$ cat src/rtl/lh_pkg.sv
// Shared definitions for the light-hash digest hex serializer:
// ASCII constants, digest geometry, the FSM state type and the nibble-to-ASCII helper.
`timescale 1ns/1ps
package lh_pkg;

  localparam logic [7:0] ASCII_ZERO    = 8'h30;
  localparam logic [7:0] ASCII_UPPER_A = 8'h41;
  localparam logic [7:0] ASCII_LOWER_A = 8'h61;
  localparam logic [7:0] ASCII_NEWLINE = 8'h0A;
  localparam logic [7:0] NULL_CHAR     = 8'h00;

  localparam int DIGEST_W = 64;
  localparam int NIBBLES  = 16;
  localparam int CNT_W    = 5;

  typedef enum logic {
    ST_IDLE = 1'b0,
    ST_SEND = 1'b1
  } lh_ser_state_t;

  function automatic logic [7:0] nibble_to_ascii(input logic [3:0] nibble, input logic uppercase);
    logic [7:0] base;
    base = uppercase ? ASCII_UPPER_A : ASCII_LOWER_A;
    if (nibble < 4'd10) return ASCII_ZERO + {4'h0, nibble};
    else                return base + {4'h0, nibble} - 8'd10;
  endfunction

endpackage

$ cat src/rtl/lh_digest_hex_serializer_if.sv
// Byte stream carrying ASCII hex characters out of the serializer.
// Handshake: a character transfers on a rising clk edge where hex_valid && hex_ready;
// once hex_valid is high, hex_char/hex_valid/hex_last hold until that transfer happens.
`timescale 1ns/1ps
interface lh_digest_hex_serializer_if;
  logic [7:0] hex_char;
  logic       hex_valid;
  logic       hex_ready;
  logic       hex_last;

  modport master (output hex_char, output hex_valid, output hex_last, input  hex_ready);
  modport slave  (input  hex_char, input  hex_valid, input  hex_last, output hex_ready);
endinterface

$ cat src/rtl/lh_digest_hex_serializer.sv
// Converts each 64-bit digest into 16 ASCII hex characters (MS nibble first), plus an
// optional newline, with a one-deep pending buffer and an overrun pulse on drops.
`timescale 1ns/1ps
module lh_digest_hex_serializer
  import lh_pkg::*;
#(
  parameter bit UPPERCASE      = 1'b1,
  parameter bit APPEND_NEWLINE = 1'b1
) (
  input  logic                     clk,
  input  logic                     rst_n,
  input  logic [DIGEST_W-1:0]      digest_in,
  input  logic                     digest_valid,
  lh_digest_hex_serializer_if.master hex_o,
  output logic                     busy,
  output logic                     err_overrun,
  output lh_ser_state_t            dbg_state
);

  localparam logic [CNT_W-1:0] LAST_CNT = APPEND_NEWLINE ? CNT_W'(NIBBLES) : CNT_W'(NIBBLES - 1);

  lh_ser_state_t         state_q, state_d;
  logic [DIGEST_W-1:0]   shift_q, shift_d;
  logic [CNT_W-1:0]      count_q, count_d;
  logic [DIGEST_W-1:0]   pend_q, pend_d;
  logic                  pend_full_q, pend_full_d;
  logic [7:0]            hex_char_q, hex_char_d;
  logic                  hex_valid_q, hex_valid_d;
  logic                  hex_last_q, hex_last_d;
  logic                  err_q, err_d;

  logic accept;
  logic last_accept;

  assign accept      = hex_valid_q && hex_o.hex_ready;
  assign last_accept = accept && (count_q == LAST_CNT);

  always_comb begin
    state_d     = state_q;
    shift_d     = shift_q;
    count_d     = count_q;
    pend_d      = pend_q;
    pend_full_d = pend_full_q;
    err_d       = 1'b0;

    case (state_q)
      ST_IDLE: begin
        // Pending is always empty here: it only fills while sending and drains on the last char.
        if (digest_valid) begin
          shift_d = digest_in;
          count_d = '0;
          state_d = ST_SEND;
        end
      end
      default: begin
        if (last_accept) begin
          if (pend_full_q) begin
            shift_d = pend_q;
            count_d = '0;
            if (digest_valid) pend_d = digest_in;
            else              pend_full_d = 1'b0;
          end else if (digest_valid) begin
            shift_d = digest_in;
            count_d = '0;
          end else begin
            state_d = ST_IDLE;
          end
        end else begin
          if (accept) begin
            shift_d = shift_q << 4;
            count_d = count_q + CNT_W'(1);
          end
          if (digest_valid) begin
            if (!pend_full_q) begin
              pend_d      = digest_in;
              pend_full_d = 1'b1;
            end else begin
              err_d = 1'b1;
            end
          end
        end
      end
    endcase

    // Outputs are registered from the next-state values so the sink sees flop outputs.
    hex_valid_d = (state_d == ST_SEND);
    hex_last_d  = (state_d == ST_SEND) && (count_d == LAST_CNT);
    if (state_d != ST_SEND)                hex_char_d = NULL_CHAR;
    else if (count_d == CNT_W'(NIBBLES))   hex_char_d = ASCII_NEWLINE;
    else                                   hex_char_d = nibble_to_ascii(shift_d[DIGEST_W-1 -: 4], UPPERCASE);
  end

  always_ff @(posedge clk or negedge rst_n) begin
    if (!rst_n) begin
      state_q     <= ST_IDLE;
      shift_q     <= '0;
      count_q     <= '0;
      pend_q      <= '0;
      pend_full_q <= 1'b0;
      hex_char_q  <= NULL_CHAR;
      hex_valid_q <= 1'b0;
      hex_last_q  <= 1'b0;
      err_q       <= 1'b0;
    end else begin
      state_q     <= state_d;
      shift_q     <= shift_d;
      count_q     <= count_d;
      pend_q      <= pend_d;
      pend_full_q <= pend_full_d;
      hex_char_q  <= hex_char_d;
      hex_valid_q <= hex_valid_d;
      hex_last_q  <= hex_last_d;
      err_q       <= err_d;
    end
  end

  assign hex_o.hex_char  = hex_char_q;
  assign hex_o.hex_valid = hex_valid_q;
  assign hex_o.hex_last  = hex_last_q;
  assign busy            = (state_q == ST_SEND) || pend_full_q;
  assign err_overrun     = err_q;
  assign dbg_state       = state_q;

endmodule

$ cat src/flat_wrapper.sv
// flat-port wrapper written by rule: the top's interface ports become plain ports
module lh_digest_hex_serializer_flat import lh_pkg::*;
#(
  parameter bit UPPERCASE      = 1'b1,
  parameter bit APPEND_NEWLINE = 1'b1
)
  (clk, rst_n, digest_in, digest_valid, busy, err_overrun, dbg_state, hex_o_hex_char, hex_o_hex_valid, hex_o_hex_last, hex_o_hex_ready);
  lh_digest_hex_serializer_if hex_o_i ();
  input  logic clk;
  input  logic rst_n;
  input  logic [DIGEST_W-1:0] digest_in;
  input  logic digest_valid;
  output logic busy;
  output logic err_overrun;
  output lh_ser_state_t dbg_state;
  output wire logic [$bits(hex_o_i.hex_char)-1:0] hex_o_hex_char;
  output wire logic [$bits(hex_o_i.hex_valid)-1:0] hex_o_hex_valid;
  output wire logic [$bits(hex_o_i.hex_last)-1:0] hex_o_hex_last;
  input wire logic [$bits(hex_o_i.hex_ready)-1:0] hex_o_hex_ready;
  assign hex_o_hex_char = hex_o_i.hex_char;
  assign hex_o_hex_valid = hex_o_i.hex_valid;
  assign hex_o_hex_last = hex_o_i.hex_last;
  assign hex_o_i.hex_ready = hex_o_hex_ready;
  lh_digest_hex_serializer #(.UPPERCASE(UPPERCASE), .APPEND_NEWLINE(APPEND_NEWLINE)) u_core (.clk(clk), .rst_n(rst_n), .digest_in(digest_in), .digest_valid(digest_valid), .hex_o(hex_o_i), .busy(busy), .err_overrun(err_overrun), .dbg_state(dbg_state));
endmodule
$ cat config.mk
export PLATFORM = sky130hd
export DESIGN_NAME = lh_digest_hex_serializer_flat
export DESIGN_NICKNAME = d
export VERILOG_FILES = /design/src/rtl/lh_pkg.sv /design/src/rtl/lh_digest_hex_serializer_if.sv /design/src/rtl/lh_digest_hex_serializer.sv /design/src/flat_wrapper.sv
export SDC_FILE = /design/constraint.sdc
export NUM_CORES = 1
export LEC_CHECK = 0
export ABC_AREA = 1
export BUFFER_PORTS_ARGS = -buffer_cell sky130_fd_sc_hd__buf_4
export CORE_MARGIN = 3
export CORE_UTILIZATION = 30
export CTS_CLUSTER_SIZE = 24
export DETAILED_ROUTE_END_ITERATION = 6
export PLACE_DENSITY = 0.49
export SYNTH_ARGS = -nofsm -noshare
export SYNTH_HDL_FRONTEND = slang
export SYNTH_SLANG_ARGS = --single-unit
$ cat constraint.sdc
create_clock -name clk -period 1.9 [get_ports clk]
set_input_delay 0.19 -clock clk [delete_from_list [all_inputs] [get_ports clk]]
set_output_delay 0.19 -clock clk [all_outputs]
set_load 0.05 [all_outputs]
==> implementation parameters <==
Parameter                              Value

Timing
  Final count of hold timing violations    0
  Time the final worst path needs with I/O delays and setup    1888 ps
  Hold slack    27.96 ps
  Worst slew pin tran    591.1 ps
  Final worst clock skew    15.90 ps
  Setup slack after layout    12.21 ps
  Final worst path period share    99.36%
  Highest clock frequency the design can meet    529.7 MHz
  Setup TNS after final layout    0 ps
  Final slew viol count    0
  Worst slew margin    60.59%
  RSZ-0062 raised after global routing    true
  Count of final setup violators    0

Detailed routing
  Via Count    6,736
  Routed length on met2    9860 um
  Max Used Layer    met4
  DRC violation count after routing    0
  Final wirelength    21,500 um
  Remaining number of nets flagged by the antenna check after routing    0
  First-pass DRT Iterations    5
  Detail-routed net length per standard cell    15.17 um
  Met3 routed wirelength    721 um
  Routed via count divided by cell count    4.754
  DR iter-0 viols    425
  Met1 wire length    10,700 um

Power and ir drop
  Standby leakage power    4.814 nW
  Post-layout power    0.01171 W
  Pwr/cell area    1200 nW/um2
  Worst VDD drop    0.5367 mV

Placement
  Port-buffer cells    79
  Routability-driven placement congestion ratio    0.8147
  Post-DP HPWL    13,970 um
  Setup WS pre-CTS    -25.52 ps

Clocking
  H-tree Lvls    4
  Source-to-sink clock delay at the later pin of the worst-skew pair    430 ps
  Clock Pin Slew Worst Setup and Hold Paths    60 ps
  Cell at the root of the clock tree    sky130_fd_sc_hd__clkbuf_16
  Num Clock Sinks    144
  Total CTS buffers    17
  Maximum count of clock buffers along a single path    2
  Clock tree from TritonCTS    yes

Finish
  Fraction of final layout cells sized beyond drive strength 1    20.59%
  Final layout net count    1,152
  Inserted Diodes    0
  # fillers    2,504
  Combined area of the multi-input logic cells    3197 um2
  Post-synthesis to final-layout area growth    30.08%
  Seq. cell area    3605 um2

Critical path
  Source of the critical timing path    u_core.count_q[0]$_DFF_PN0_
  Startpoint kind of the worst setup timing path    flip-flop
  Startpoint of the most critical register-to-register path    u_core.count_q[0]$_DFF_PN0_
  Type of destination of the critical path    flip-flop
  Critical path fanouts, max    6
  Data arrival time at the worst-slack endpoint    2200 ps
  Critical path required time    2220 ps
  Crit path kind    reg2reg
  R2r worst-path depth    14

Hold path
  Cells on Worst Hold Path    3
  Worst Hold Class    in2reg
  Hold Crit Start    digest_in[33]

Yosys
  Number of instances in the synthesized netlist    972
  Post-synth net total    1,043
  Count of warnings emitted by yosys    0
  Number of synthesized flops with an enable pin    0
  Mapped cell area    7501 um2
  Per-instance average area after synthesis    7.717 um2
  Most used flip-flop cell after synthesis    sky130_fd_sc_hd__dfrtp_1
  Netlist cell types    34
  Share of flip-flops with an asynchronous set or reset after synthesis    100.0%
  Sequential area share after synthesis    48.04%
  Number of register bits inferred by synthesis    144

GRT
  Via count of the first global-routing pass    6,770
  Gr usage total    16.41%
  Wire length of the first global-routing pass    35,300 um
  Total grt overflow    0
  Largest net degree at the start of global routing    57
  Antenna violations before repair    0

Floorplanning
  Die outline width    164.1 um
  Floorplan die area    26,940 um2
  Top Ports    81
  Height of the chip    164.1 um
  FP Rows    57
  Starting density of the core    30.66%
  Core region area    24,460 um2

Run status
  Result of the run    complete, no violations

Run
  Number of maximum-capacitance constraint violations    0
## metrics by stage
stage	area, um2	util (%)	std cells
4_1_cts	9524	38.93	1408
2_1_floorplan	7555	-	972
3_3_place_gp	8797	35.96	1370
5_1_grt	9757	39.89	1417
3_5_place_dp	8797	35.96	1370
6_report	9757	39.89	1417
## cell type report
| cell class | instances | share of cell area (%) |
|---|---|---|
| Clock buffer | 20 | 4.681 |
| Clock inverter | 11 | 1.911 |
| Inverter | 137 | 5.322 |
| Multi-Input combinational cell | 625 | 32.76 |
| Sequential cell | 144 | 36.95 |
| Tap cell | 324 | 4.155 |
| Timing Repair Buffer | 156 | 14.22 |
## flip-flops by register name, summed over array words and instances, names as in the netlist
signal,flops
u_core.shift_q,64
u_core.count_q,5
u_core.err_overrun,1
u_core.hex_o.hex_char,7
u_core.dbg_state,1
u_core.hex_o.hex_last,1
u_core.pend_q,64
u_core.pend_full_q,1
## logic make-up after synthesis
group / Yosys count / synth area share, %
AOI/OAI and AO/OA: 218 / 17.63
and+or+nand+nor: 394 / 21.35
muxes: 9 / 1.301
adders and majority gates: 3 / 0.5005
other: 1 / 0.04999
DFF: 144 / 48.04
buffers and inverters: 203 / 11.13
## cells in the final DEF, fill, tap and decap left out, types with 8 or more instances in the layout
cell | synthesis | final
sky130_fd_sc_hd__o21ai_0 | 64 | 64
sky130_fd_sc_hd__o221ai_1 | 29 | 29
sky130_fd_sc_hd__nand2_2 | 3 | 9
sky130_fd_sc_hd__inv_2 | 6 | 8
sky130_fd_sc_hd__a21oi_1 | 8 | 8
sky130_fd_sc_hd__o21ai_1 | 54 | 54
sky130_fd_sc_hd__o22ai_1 | 29 | 24
sky130_fd_sc_hd__nor2_1 | 21 | 17
sky130_fd_sc_hd__o211ai_1 | 26 | 26
sky130_fd_sc_hd__clkbuf_16 | 0 | 19
sky130_fd_sc_hd__buf_4 | 11 | 131
sky130_fd_sc_hd__buf_12 | 0 | 9
sky130_fd_sc_hd__nand2_1 | 305 | 296
sky130_fd_sc_hd__nand3_1 | 51 | 48
sky130_fd_sc_hd__inv_1 | 130 | 126
sky130_fd_sc_hd__dfrtp_1 | 144 | 143
## power breakdown
group / total (W) / internal, W / switching (W)
logic: 0.00346 / 0.00152 / 0.00194
registers: 0.00456 / 0.00402 / 0.000540
clock network: 0.00369 / 0.00239 / 0.00131
## synthesized netlist by cell type, types with 6 or more instances
cell type                  instances  area [um2]
sky130_fd_sc_hd__buf_2            19       95.09
sky130_fd_sc_hd__a21oi_1           8       40.04
sky130_fd_sc_hd__nand2_1         305        1145
sky130_fd_sc_hd__o22ai_1          29       181.4
sky130_fd_sc_hd__mux2_1            6       67.56
sky130_fd_sc_hd__clkbuf_1         34       127.6
sky130_fd_sc_hd__inv_1           130       488.0
sky130_fd_sc_hd__nand3_1          51       255.2
sky130_fd_sc_hd__o21ai_1          54       270.3
sky130_fd_sc_hd__o221ai_1         29       254.0
sky130_fd_sc_hd__nor2_1           21       78.83
sky130_fd_sc_hd__buf_4            11       82.58
sky130_fd_sc_hd__o21ai_0          64       320.3
sky130_fd_sc_hd__o211ai_1         26       195.2
sky130_fd_sc_hd__dfrtp_1         144        3603
sky130_fd_sc_hd__inv_2             6       22.52
## path summary, 6_finish.rpt
check                                                endpoint  slack, ps
min                             u_core.pend_q[33]$_DFFE_PN0P_         30
min reg2reg                     u_core.pend_q[30]$_DFFE_PN0P_        490
min in group asynchronous       u_core.pend_q[13]$_DFFE_PN0P_        320
max reg2reg                u_core.hex_o.hex_char[2]$_DFF_PN0_         10
max                        u_core.hex_o.hex_char[2]$_DFF_PN0_         10
max in group asynchronous        u_core.shift_q[60]$_DFF_PN0_        970
## worst max-delay path: stages (launching register included)
cell and delay [ps]:
sky130_fd_sc_hd__dfrtp_1 390, sky130_fd_sc_hd__inv_2 80, sky130_fd_sc_hd__ha_4 130, sky130_fd_sc_hd__nand2_4 50, sky130_fd_sc_hd__nor2_4 150, sky130_fd_sc_hd__nand3_2 100
sky130_fd_sc_hd__nand2_4 120, sky130_fd_sc_hd__buf_12 130, sky130_fd_sc_hd__nand2_1 80, sky130_fd_sc_hd__o21ai_4 100, sky130_fd_sc_hd__ha_4 160, sky130_fd_sc_hd__nand3b_1 100
sky130_fd_sc_hd__nand4_1 100, sky130_fd_sc_hd__nand2_1 70, sky130_fd_sc_hd__nor2_1 30
## layer usage
metal | vias up | GRT usage [%]
li1 | 3394 | -
met4 | 0 | 3.883
met2 | 105 | 26.19
met3 | 14 | 3.001
met5 | - | 0
met1 | 3223 | 23.12
## what timing repair did
action                     in CTS  in global routing
hold endpoints to repair       54                  0
resized for setup               1                 29
setup endpoints to repair      14                101
pin swaps                       3                  7
hold buffers                    6                  0
cloned                          0                  2
setup buffers                   1                  7
(Power assumes the default switching activity.)
